**src/rtl/cpu_pkg.sv**
```systemverilog
// Shared definitions for the 16-bit CPU datapath:
// instruction fields, ALU output types, sequencer states and flag order.
package cpu_pkg;

    localparam logic [1:0] OT_AM    = 2'b00;
    localparam logic [1:0] OT_ARITH = 2'b01;
    localparam logic [1:0] OT_LOGIC = 2'b10;
    localparam logic [1:0] OT_NONE  = 2'b11;

    localparam int OT_HI   = 15;
    localparam int OT_LO   = 14;
    localparam int OPC_HI  = 13;
    localparam int OPC_LO  = 10;
    localparam int RA_HI   = 9;
    localparam int RA_LO   = 7;
    localparam int RB_HI   = 6;
    localparam int RB_LO   = 4;
    localparam int IMM_SEL = 3;
    localparam int IMM_HI  = 2;
    localparam int IMM_LO  = 0;

    localparam int FLG_ZA = 4;
    localparam int FLG_ZB = 3;
    localparam int FLG_EQ = 2;
    localparam int FLG_GT = 1;
    localparam int FLG_LT = 0;

    typedef enum logic [1:0] {
        S_IDLE  = 2'd0,
        S_ISSUE = 2'd1,
        S_EXEC  = 2'd2,
        S_WB    = 2'd3
    } seq_state_t;

    function automatic logic [4:0] pack_flags(
        input logic za, input logic zb, input logic eq,
        input logic gt, input logic lt
    );
        logic [4:0] f;
        f         = '0;
        f[FLG_ZA] = za;
        f[FLG_ZB] = zb;
        f[FLG_EQ] = eq;
        f[FLG_GT] = gt;
        f[FLG_LT] = lt;
        return f;
    endfunction

endpackage

```
**src/rtl/alu_regfile.sv**
```systemverilog
// Architectural register file: two async read ports, a debug read
// port, one synchronous write port, asynchronously cleared on reset.
module alu_regfile #(
    parameter int NREGS = 8,
    parameter int DW    = 16,
    localparam int RW   = $clog2(NREGS)
) (
    input  logic          clk,
    input  logic          rst_n,
    input  logic [RW-1:0] ra_addr_i,
    output logic [DW-1:0] ra_data_o,
    input  logic [RW-1:0] rb_addr_i,
    output logic [DW-1:0] rb_data_o,
    input  logic [RW-1:0] dbg_addr_i,
    output logic [DW-1:0] dbg_data_o,
    input  logic          we_i,
    input  logic [RW-1:0] wa_i,
    input  logic [DW-1:0] wd_i
);

    logic [DW-1:0] rf_q [NREGS];

    always_ff @(posedge clk or negedge rst_n) begin
        if (!rst_n) begin
            for (int i = 0; i < NREGS; i++) begin
                rf_q[i] <= '0;
            end
        end else if (we_i) begin
            rf_q[wa_i] <= wd_i;
        end
    end

    assign ra_data_o  = rf_q[ra_addr_i];
    assign rb_data_o  = rf_q[rb_addr_i];
    assign dbg_data_o = rf_q[dbg_addr_i];

endmodule

```
**src/rtl/alu_sequencer.sv**
```systemverilog
// Initiator side of the ALU interface: accepts an instruction, drives
// operands from the register file and writes the settled result back.
module alu_sequencer
    import cpu_pkg::*;
#(
    parameter int NREGS         = 8,
    parameter int DW            = 16,
    parameter int SETTLE_CYCLES = 1,
    localparam int RW           = $clog2(NREGS)
) (
    input  logic          clk,
    input  logic          rst_n,
    input  logic [15:0]   instr,
    input  logic          instr_valid,
    output logic          instr_ready,
    output logic [DW-1:0] op1,
    output logic [DW-1:0] op2,
    output logic [DW-1:0] op1_regaddr,
    output logic [DW-1:0] op2_regaddr,
    output logic [3:0]    ALU_opcode,
    output logic [1:0]    ALU_OT,
    input  logic [DW-1:0] ALU_out,
    input  logic [DW-1:0] Addr_out,
    input  logic          za,
    input  logic          zb,
    input  logic          eq,
    input  logic          gt,
    input  logic          lt,
    output logic [4:0]    flags,
    output logic          done,
    output logic          err,
    input  logic [RW-1:0] dbg_addr,
    output logic [DW-1:0] dbg_data
);

    localparam int CW = (SETTLE_CYCLES > 1) ? $clog2(SETTLE_CYCLES) : 1;
    localparam logic [CW-1:0] CNT_LOAD = CW'(SETTLE_CYCLES - 1);

    seq_state_t    state_q, state_d;
    logic [15:0]   instr_q;
    logic [CW-1:0] cnt_q, cnt_d;
    logic [4:0]    flags_q;
    logic [DW-1:0] op1_q, op2_q, op1_ra_q, op2_ra_q;
    logic [3:0]    opc_q;
    logic [1:0]    ot_q;

    logic [RW-1:0] ra, rb;
    logic [DW-1:0] ra_data, rb_data, op2_sel;
    logic          accept, addr_oor, wb_fail, wr_en;

    assign ra = instr_q[RA_HI:RA_LO];
    assign rb = instr_q[RB_HI:RB_LO];
    assign op2_sel = instr_q[IMM_SEL] ? DW'(instr_q[IMM_HI:IMM_LO])
                                      : rb_data;

    assign accept   = instr_valid && instr_ready;
    assign addr_oor = (Addr_out[DW-1:RW] != '0);
    assign wb_fail  = (instr_q[OT_HI:OT_LO] == OT_NONE) || addr_oor;
    assign wr_en    = (state_q == S_WB) && !wb_fail;

    alu_regfile #(
        .NREGS (NREGS),
        .DW    (DW)
    ) u_rf (
        .clk        (clk),
        .rst_n      (rst_n),
        .ra_addr_i  (ra),
        .ra_data_o  (ra_data),
        .rb_addr_i  (rb),
        .rb_data_o  (rb_data),
        .dbg_addr_i (dbg_addr),
        .dbg_data_o (dbg_data),
        .we_i       (wr_en),
        .wa_i       (Addr_out[RW-1:0]),
        .wd_i       (ALU_out)
    );

    always_comb begin
        state_d     = state_q;
        cnt_d       = cnt_q;
        instr_ready = 1'b0;
        done        = 1'b0;
        err         = 1'b0;
        unique case (state_q)
            S_IDLE: begin
                instr_ready = 1'b1;
                if (instr_valid) state_d = S_ISSUE;
            end
            S_ISSUE: begin
                cnt_d   = CNT_LOAD;
                state_d = S_EXEC;
            end
            S_EXEC: begin
                if (cnt_q == '0) state_d = S_WB;
                else             cnt_d   = cnt_q - 1'b1;
            end
            S_WB: begin
                done    = 1'b1;
                err     = wb_fail;
                state_d = S_IDLE;
            end
            default: state_d = S_IDLE;
        endcase
    end

    always_ff @(posedge clk or negedge rst_n) begin
        if (!rst_n) begin
            state_q <= S_IDLE;
            cnt_q   <= '0;
            instr_q <= '0;
            flags_q <= '0;
        end else begin
            state_q <= state_d;
            cnt_q   <= cnt_d;
            if (accept) instr_q <= instr;
            if (wr_en)  flags_q <= pack_flags(za, zb, eq, gt, lt);
        end
    end

    // Operands are registered once in ISSUE and held until the next ISSUE.
    always_ff @(posedge clk or negedge rst_n) begin
        if (!rst_n) begin
            op1_q    <= '0;
            op2_q    <= '0;
            op1_ra_q <= '0;
            op2_ra_q <= '0;
            opc_q    <= '0;
            ot_q     <= '0;
        end else if (state_q == S_ISSUE) begin
            op1_q    <= ra_data;
            op2_q    <= op2_sel;
            op1_ra_q <= DW'(ra);
            op2_ra_q <= DW'(rb);
            opc_q    <= instr_q[OPC_HI:OPC_LO];
            ot_q     <= instr_q[OT_HI:OT_LO];
        end
    end

    assign op1         = op1_q;
    assign op2         = op2_q;
    assign op1_regaddr = op1_ra_q;
    assign op2_regaddr = op2_ra_q;
    assign ALU_opcode  = opc_q;
    assign ALU_OT      = ot_q;
    assign flags       = flags_q;

endmodule
```
**config.mk**
```make
export PLATFORM = sky130hd
export DESIGN_NAME = alu_sequencer
export DESIGN_NICKNAME = d
export VERILOG_FILES = /design/src/rtl/cpu_pkg.sv /design/src/rtl/alu_regfile.sv /design/src/rtl/alu_sequencer.sv
export SDC_FILE = /design/constraint.sdc
export NUM_CORES = 1
export LEC_CHECK = 0
export BUFFER_PORTS_ARGS = -buffer_cell sky130_fd_sc_hd__buf_2
export CORE_MARGIN = 2
export CORE_UTILIZATION = 35
export CTS_CLUSTER_SIZE = 24
export DETAILED_ROUTE_END_ITERATION = 12
export HOLD_SLACK_MARGIN = 0.03
export REMOVE_ABC_BUFFERS = 1
export SKIP_LAST_GASP = 1
export SLEW_MARGIN = 20
export SYNTH_ARGS = -nofsm -noshare
export SYNTH_HDL_FRONTEND = slang
export SYNTH_HIERARCHICAL = 1
export SYNTH_SLANG_ARGS = --single-unit
```
**constraint.sdc**
```tcl
create_clock -name clk -period 3.3 [get_ports clk]
set_clock_uncertainty 0.1 [all_clocks]
set_input_delay 0.33 -clock clk [delete_from_list [all_inputs] [get_ports clk]]
set_output_delay 0.33 -clock clk [all_outputs]
set_load 0.05 [all_outputs]
```
---- After elaboration in Yosys (flattened, before gate mapping) ----
Index checks and enable logic that the tools add are counted.
operators by class
  add/sub/neg operators ................... 1
  order comparisons ....................... 5
  equality and inequality tests ........... 6
  muxes and demuxes ....................... 21
  bitwise logic cells ..................... 4
  reductions and logical operators ........ 9
operators by type and width
  cell                                                                  count
  16-bit binary-select mux with 3-bit select                            3
  128-bit bitwise mux                                                   1
  16-bit 2-to-1 mux                                                     8
  16-bit demux with 3-bit select                                        1
  4-bit >= comparator, second input constant                            4
  3-bit inverter with 4-bit output                                      4
  13-bit nonzero test                                                   1
  2-bit case mux with 4 select lines                                    1
  2-bit == test, second input constant                                  3
  4-bit by 1-bit < comparator with 1-bit output, second input constant  1
  1-bit 2-to-1 mux                                                      4
  2-bit 2-to-1 mux                                                      2
  2-bit != test, second input constant                                  2
  1-bit logical AND                                                     3
  2-bit by 1-bit == test with 1-bit output, second input constant       1
  2-bit logical NOT                                                     1
  1-bit case mux with 2 select lines                                    1
  2-bit AND reduction                                                   1
  2-bit nonzero test                                                    1
  1-bit logical NOT                                                     1
  1-bit logical OR                                                      1
  1-bit subtractor, second input constant                               1
word-level totals
  flip-flop bits (word level) ............. 196
  bits of input ports ..................... 59
  output and inout bits ................... 94

---- Logic depth before layout (Yosys ltp) ----
Gate-level depths: netlist of the first run.
  depth in word-level cells ............... 6
  depth in mapped cells ................... 9
  depth with buffers taken out ............ 5

---- Modules after synthesis ----
The synthesis of the first run kept the hierarchy.
modules (own cells, without submodules)
  module         times used  cells each  area an instance (µm²)  sequential area each (µm²)
  alu_regfile    1           450         8,071.5                 3,203.1
  alu_sequencer  1           222         2,945.3                 1,676.6

---- Worst setup path before layout of the first run ----
OpenSTA, ideal clock, no wires.
  path type ............................... reg2reg
  start point ............................. register state_q[1]
  end point ............................... register u_rf/rf_q[53] (netlist name)
  setup time .............................. 125 ps
  data arrival time ....................... 2,552 ps
  slack ................................... 523 ps
  cell stages (with the launch flop) ...... 10
  path buffers ............................ 4
  period minus slack after synthesis ...... 2,777 ps
  cell sequence ........................... dfrtp_1 ha_1 nor4b_1 and4_1 buf_6 buf_4 nor4bb_1 buf_2 buf_4 mux2_2
between the ends
  word-level cells in the longest chain between the ends .. 2
RTL lines
  element                          RTL line              RTL
  from (decl)                      alu_sequencer.sv:39   seq_state_t state_q, state_d;
  from (signal assigned)           alu_sequencer.sv:113  state_q <= state_d;
  2-bit == test                    alu_sequencer.sv:59   assign wr_en = (state_q == S_WB) && !wb_fail;
  1-bit logical AND                alu_sequencer.sv:59
  named net wr_en                  alu_sequencer.sv:49   logic accept, addr_oor, wb_fail, wr_en;
  to (signal, indexed assignment)  alu_regfile.sv:29     rf_q[wa_i] <= wd_i;
  to (decl)                        alu_regfile.sv:21     logic [DW-1:0] rf_q [NREGS];
The timed path passes the listed nets, and every way through them passes these cells.
A chain may end at the register's enable or synchronous reset.

---- Worst setup path after layout of the first run ----
  start point ............................. register state_q[1]
  end point ............................... register u_rf/rf_q[64] (netlist name)
between the ends
  word-level cells in the longest chain between the ends .. 2
RTL lines
  element            RTL line
  2-bit == test      alu_sequencer.sv:59
  1-bit logical AND  alu_sequencer.sv:59
No other way between the ends.

==> Flow_metrics.wiki, run 1 <==
{| class="wikitable"
! Metric !! Value
|-
| Arrival time reported for the critical path endpoint || 3.01 ns
|-
| Setup slack of the critical path after layout || between 0.5 and 0.6 ns
|-
| Number of enable-type register cells in the synthesized netlist || 0
|-
| GP Congestion || 0.755
|-
| Final setup fails || 0
|-
| Number of sinks on the clock net || 195
|-
| Die outline width || 181 um
|-
| Highest attainable clock frequency || 358 MHz
|-
| Number of design-rule violations left by the first detailed-router iteration || 378
|-
| Final layout net count || 871
|-
| TritonCTS Buffers || 17
|-
| Main area contributors after synthesis || dfrtp_1 (44%), mux2_2 (23%), mux4_1 (20%)
|-
| Global router's overall resource usage || 16.8%
|-
| Type of the most critical hold path || in2reg
|-
| Count of buffers inserted at the top-level ports || 126
|-
| Die outline area || 32,900 um2
|-
| Global-route wire length before repair || 41.7 mm
|-
| Routed wirelength normalized by instance count || 22.2 um
|-
| GR Util met3 || 2.83%
|-
| Relative slew slack || 35.0%
|-
| Floorplan die height || 181 um
|-
| Dominant synthesized flop cell || dfrtp_1
|-
| Pleak || 0.00651 uW
|-
| YS warnings || 6
|-
| Fin crit share || 84.6%
|-
| Asr flop ratio synth || 100%
|-
| Length of the first detailed-routing pass in iterations || 5
|-
| Worst Tran Pin Value || around 1 ns
|-
| Total standard cell area after synthesis || 11,000 um2
|-
| Top-count cell post-synth || mux2_2
|-
| Half-perimeter wire length after detailed placement || 16.7 mm
|-
| Cts repair resizes || 0
|-
| Clock tree from TritonCTS || done
|-
| Sort of element at the end of the critical path || flip-flop
|-
| Total Wirelength || 27.0 mm
|-
| Number of top-level design ports || between 150 and 200
|-
| Power density relative to cell area || 568 nW/um2
|-
| Cell count after synthesis || 672
|-
| Total overflow reported by the global router || 0
|-
| Post-synthesis to final-layout area growth || 16.1%
|-
| Number of levels in the clock H-tree || 4
|-
| Antenna violation net count after detailed routing || 0
|-
| Met1 Use GR || between 20% and 30%
|-
| Most area-hungry cell type in the Yosys netlist || dfrtp_1
|-
| Period minus WS final || 2.79 ns
|-
| Path depth of the worst reg2reg path || 5
|-
| Setup Total Neg Slack || 0 ns
|-
| Busiest metal layer after global routing || met2
|-
| Clock transition time at the flip-flop clock pins of the worst setup and hold paths || 0.07 ns
|-
| Yosys top cell area share || between 40 and 50%
|-
| Initial Util || 35.7%
|-
| Total Power || 7260 uW
|-
| Setup repair after global routing missed its margin || false
|-
| Share of post-route cells with drive strength above 1 || 52.6%
|-
| Multi-input gate area in the final layout || 5660 um2
|-
| Combined flip-flop and latch cell area || 4880 um2
|-
| Status || completed
|-
| Largest buffer count on any clock path || 2
|-
| Hold Fails Final Rpt || 0
|-
| IR Drop Worst-Case VDD || 0.390 mV
|-
| Avg Vias per Cell || about 5.4
|-
| Root Driver || clkbuf_16
|-
| Number of synthesized register bits || about 200
|-
| Vias after detailed routing || 6,597
|-
| FILL cells || roughly 2,800
|-
| Area inside the core boundary || 30,800 um2
|-
| Synth cell count leaders || mux2_2 (221), dfrtp_1 (195), mux4_1 (84)
|-
| Number of maximum-capacitance violations || 0
|-
| Worst skew pair latency || 0.44 ns
|-
| Antenna violations before repair || 1
|-
| Number of distinct library cells after synthesis || 33
|-
| Final Max Slew Viols || 0
|-
| Part of the Yosys area used for sequential elements || 44.3%
|-
| Setup Slack @ Placement || 0.500 ns
|-
| Maximum number of pins on one net before global-route repair || 74
|-
| Vias in the first global route || 6,778
|-
| Required time of the critical path || roughly 3.5 ns
|-
| Setup slack on the worst flop-to-flop path || 0.51 ns
|-
| Category of the critical setup timing path || reg2reg
|-
| Met2 track utilization from global routing || 28.8%
|-
| Maximum fanout along the worst path || 16
|-
| Post-synthesis average cell area || between 15 and 20 um2
|-
| Floorplan row count || 64
|-
| Number of DRC violations after detailed routing || 0
|-
| Instance count along the most critical hold path || 3
|-
| Kind of start point of the critical path || flip-flop
|}
==> flip-flops by register name, indices dropped and copies added, names as in the netlist <==
| name | cells |
|---|---|
| ALU_opcode | 4 |
| op2 | 16 |
| state_q | 2 |
| op1 | 16 |
| flags | 5 |
| ALU_OT | 2 |
| u_rf/rf_q | 128 |
| instr_q | 16 |
| op1_regaddr | 3 |
| op2_regaddr | 3 |
==> routing by layer <==
layer	up-vias	share of wire, %
met5	-	0
met4	0	1.3
met3	20	4.1
met2	184	50
met1	3507	44
li1	2886	-
==> critical path, stage by stage (launching register included) <==
cell and delay (ns):
dfrtp_1 0.39, ha_1 0.20, nor4b_1 0.21, and4_1 0.48, nand4b_2 0.75, mux2_2 0.55
==> stage by stage <==
stage / instances / hold WS [ns] / util [%] / cell area, um2
6_report: 1217 / 0.121 / 41.5 / 12800
3_5_place_dp: 1162 / 0.294 / 38.8 / 12000
4_1_cts: 1216 / 0.102 / 41.5 / 12800
3_3_place_gp: 1162 / 0.292 / 38.8 / 12000
5_1_grt: 1217 / 0.121 / 41.5 / 12800
2_1_floorplan: 618 / -0.0656 / - / 10600
==> worst paths after layout <==
kind / endpoint / from
min reg2reg: ALU_opcode[2] / instr_q[12]
min in group asynchronous: ALU_opcode[0] / rst_n
max in group asynchronous: u_rf/rf_q[100] / rst_n
max reg2reg: u_rf/rf_q[64] / state_q[1]
min: state_q[0] / instr_valid
max: u_rf/rf_q[64] / state_q[1]
==> area by class of cell <==
cell class                      count  area share, %
Multi-Input combinational cell    407           44.2
Sequential cell                   195           38.2
Timing Repair Buffer              170           8.40
Tap cell                          396           3.87
Clock buffer                       17           3.33
Clock inverter                     15           1.50
Inverter                           16          0.470
Antenna cell                        1         0.0196
==> layout by cell type, fill, tap and decap left out, types with 12 or more instances in the layout <==
| master | netlist | layout |
|---|---|---|
| inv_1 | 16 | 16 |
| buf_4 | 31 | 18 |
| o21ai_0 | 13 | 13 |
| dfrtp_1 | 195 | 193 |
| dlygate4sd3_1 | 0 | 22 |
| conb_1 | 1 | 26 |
| mux2_2 | 221 | 221 |
| buf_2 | 12 | 125 |
| clkbuf_16 | 0 | 17 |
| nand3b_1 | 13 | 13 |
| mux4_1 | 84 | 84 |
| mux4_2 | 12 | 12 |
==> logic make-up (layout without fill, tap and decap cells) <==
group,count (synthesis),count (layout),synth area share [%]
adder cells (fa/ha/maj),5,5,0.568
other,1,27,0.0340
AND/OR/NAND/NOR,32,32,2.67
buffers and inverters,95,218,5.49
flip-flops,195,195,44.3
multiplexers,325,325,46.0
AO/OA/AOI/OAI,19,19,0.920
==> where the power goes <==
group / switching (uW) / total [uW] / internal, uW
Sequential: 236 / 2840 / 2600
Clock: 1050 / 2150 / 1100
Combinational: 1400 / 2280 / 875
==> repair_timing <==
action | in CTS | in global routing
hold endpoints to repair | 90 | 0
hold buffers | 22 | 0
buffers inserted | 0 | 0
Power figures use the tool's default switching activity.
==> inputs of run 2 (changes only) <==
==> constraint.sdc (replaced) <==
create_clock -name clk -period 2.3 [get_ports clk]
set_clock_uncertainty 0.1 [all_clocks]
set_input_delay 0.23 -clock clk [delete_from_list [all_inputs] [get_ports clk]]
set_output_delay 0.23 -clock clk [all_outputs]
set_load 0.05 [all_outputs]
==> run 2 against run 1 <==
Against the previous run: sequential power up 39%; worst hold slack worse by 0.070 ns; via count up 1.0%; non-clock buffer count up 30; largest cell class unchanged; cell area up 3.5%; critical path type is now reg2out; highest routed layer unchanged; largest power group unchanged; clock power up 41%; clock-buffer cell count up 4; sequential share of layout area down 1.3 points; global-route usage down 0.092 points; sequential cell count unchanged.
==> Flow_metrics.wiki, run 2 (synthesis gave the netlist of run 1 again) <==
{| class="wikitable"
! Metric !! Value
|-
| Hold Fails Final Rpt || 0
|-
| Antenna violation net count after detailed routing || 0
|-
| Floorplan die height || 181 um
|-
| Flip-flop count of the largest register, all copies and words added || 128
|-
| Net switching power of the design || 3770 uW
|-
| Sort of element at the end of the critical path || output pin
|-
| Proportion of power drawn by combinational gates || 35.0%
|-
| Number of buffer and inverter instances along the worst setup path || 1
|-
| Avg Vias per Cell || 5.34
|-
| Delay contributed by the slowest stage of the critical path || 0.52 ns
|-
| Clock network fraction of total power || 28.3%
|-
| Clock transition time at the flip-flop clock pins of the worst setup and hold paths || 0.07 ns
|-
| Area inside the core boundary || 30,800 um2
|-
| Final layout net count || 901
|-
| Root Driver || clkbuf_16
|-
| Worst skew pair latency || 0.44 ns
|-
| Global-route wire length before repair || 41.7 mm
|-
| Fin crit share || between 90 and 100%
|-
| Category of the critical setup timing path || reg2out
|-
| IR Drop Worst-Case VDD || ~0.64 mV
|-
| Number of levels in the clock H-tree || 4
|-
| Share of post-route cells with drive strength above 1 || 53.3%
|-
| Instance count along the most critical hold path || 2
|-
| Initial Util || about 36%
|-
| Launching point of the worst reg2reg path || state_q[0]
|-
| Half-perimeter wire length after detailed placement || 17.9 mm
|-
| Startpoint of the lowest-slack hold path || ALU_out[14]
|-
| Total overflow reported by the global router || 0
|-
| Final Max Slew Viols || 0
|-
| Family of cells with the greatest summed delay on the critical path || multiplexers
|-
| Number of maximum-capacitance violations || 0
|-
| Post-synthesis to final-layout area growth || 20.1%
|-
| Antenna violations before repair || 0
|-
| Final setup fails || 0
|-
| Post-route cell area || 13,200 um2
|-
| Endpoint of the most critical register-to-register path || u_rf/rf_q[51]
|-
| Register ranked first by flip-flop count || u_rf/rf_q
|-
| Setup repair after global routing missed its margin || false
|-
| Internal Pwr Total || 6990 uW
|-
| Largest buffer count on any clock path || 2
|-
| Total Wirelength || 26.8 mm
|-
| Clock tree from TritonCTS || done
|-
| Maximum fanout along the worst path || 4
|-
| Power density relative to cell area || 813 nW/um2
|-
| Number of top-level design ports || 153
|-
| Status || completed
|-
| FILL cells || 2,785
|-
| Cell with the largest stage delay on the worst path || mux4_1
|-
| Die outline width || 181 um
|-
| Most frequent standard cell in the layout excluding fill and tap cells || mux2_2
|-
| Setup slack on the worst flop-to-flop path || roughly 0.16 ns
|-
| GP Congestion || 0.747
|-
| Post-CTS setup buffer count || 0
|-
| Length of the first detailed-routing pass in iterations || 4
|-
| Path depth of the worst reg2reg path || 6
|-
| Number of sinks on the clock net || 195
|-
| Kind of start point of the critical path || flip-flop
|-
| Required time of the critical path || 1.97 ns
|-
| Arrival time reported for the critical path endpoint || 1.88 ns
|-
| Highest-count cells in the layout ignoring fill and taps || mux2_2 (221), dfrtp_1 (193), buf_2 (125)
|-
| Period minus WS final || 2.21 ns
|-
| Floorplan row count || 64
|-
| Setup slack of the critical path after layout || 0.0883 ns
|-
| Pleak || 0.00670 uW
|-
| Number of design-rule violations left by the first detailed-router iteration || 336
|-
| Share of power burned in registers || 36.7%
|-
| Worst-path cell chain || mux4_1, mux2_2, buf_2
|-
| Placed standard-cell area || 12,300 um2
|-
| Capture endpoint of the worst hold path || u_rf/rf_q[126]
|-
| Maximum number of pins on one net before global-route repair || 57
|-
| Count of buffers inserted at the top-level ports || around 130
|-
| TritonCTS Buffers || 17
|-
| Type of the most critical hold path || in2reg
|-
| Share of total power consumed by net switching || 35.1%
|-
| Die outline area || 32,900 um2
|-
| Setup Total Neg Slack || 0 ns
|-
| Global router's overall resource usage || 16.7%
|-
| Vias after detailed routing || about 6,700
|-
| Highest attainable clock frequency || 452 MHz
|-
| Setup Slack @ Placement || -0.0135 ns
|-
| Min Hold Slack || 0.0515 ns
|-
| Number of DRC violations after detailed routing || 0
|-
| Vias in the first global route || 6,826
|-
| Routed wirelength normalized by instance count || 21.5 um
|-
| Total Power || 10,800 uW
|}
## run 2: cell types whose count changed in the layout (fill, tap and decap cells not counted), moves of 2 or more
cell and delta:
buf_4 +4, dlygate4sd3_1 +10, clkbuf_8 +3, inv_8 -2, clkinv_8 -4, clkinvlp_4 +4, inv_6 -2, buf_12 +16
## run 2: worst max path at each step
| stage | start | endpoint | slack [ns] | depth (start not counted) |
|---|---|---|---|---|
| after floorplan | state_q[1] | u_rf/rf_q[48] | -1.73 | 5 |
| after global placement | state_q[0] | u_rf/rf_q[54] | 0.04 | 6 |
| after detailed placement | instr_q[14] | u_rf/rf_q[51] | -0.01 | 5 |
| after CTS | instr_q[14] | u_rf/rf_q[51] | 0.02 | 5 |
| after global routing | u_rf/rf_q[75] | dbg_data[11] | 0.02 | 3 |
| final | u_rf/rf_q[86] | dbg_data[6] | 0.09 | 3 |
## run 2: routing by layer
metal	track usage [%]	wire length (um)	up-vias
met4	4.36	359	0
li1	-	-	2948
met2	28.0	13400	175
met5	0	0	-
met1	22.1	11900	3516
met3	3.31	1150	25
## run 2: layout make-up
type,instances,area (um2),area share [%]
multi-input combinational,407,5670,42.9
sequential,195,4880,36.9
timing repair buffer,200,1530,11.5
tap,396,495,3.74
clock buffer,21,470,3.55
clock inverter,11,126,0.955
inverter,16,60.1,0.454
antenna,1,2.50,0.0189
## run 2: timing repair
action                                 in CTS  in global routing
endpoints found under the hold margin     260                  0
pin swaps                                   0                  0
setup endpoints to repair                  32                 80
gates resized for setup                     1                  3
hold buffers                               32                  0
## run 2: power groups by stage
| stage | sequential [uW] | combinational [uW] | clock (uW) |
|---|---|---|---|
| global placement | 4010 | 3710 | 0 |
| global route | 3990 | 3970 | 3260 |
| finish | 3950 | 3770 | 3040 |
| floorplan | 4810 | 1420 | 0 |
| CTS | 3950 | 3790 | 3120 |
| detailed placement | 4010 | 3740 | 0 |
## run 2: per-stage QoR
step | instances | util [%]
final | 1247 | 42.9
after global routing | 1246 | 42.9
after CTS | 1246 | 42.9
after detailed placement | 1182 | 39.9
after global placement | 1182 | 39.9
after floorplan | 618 | -
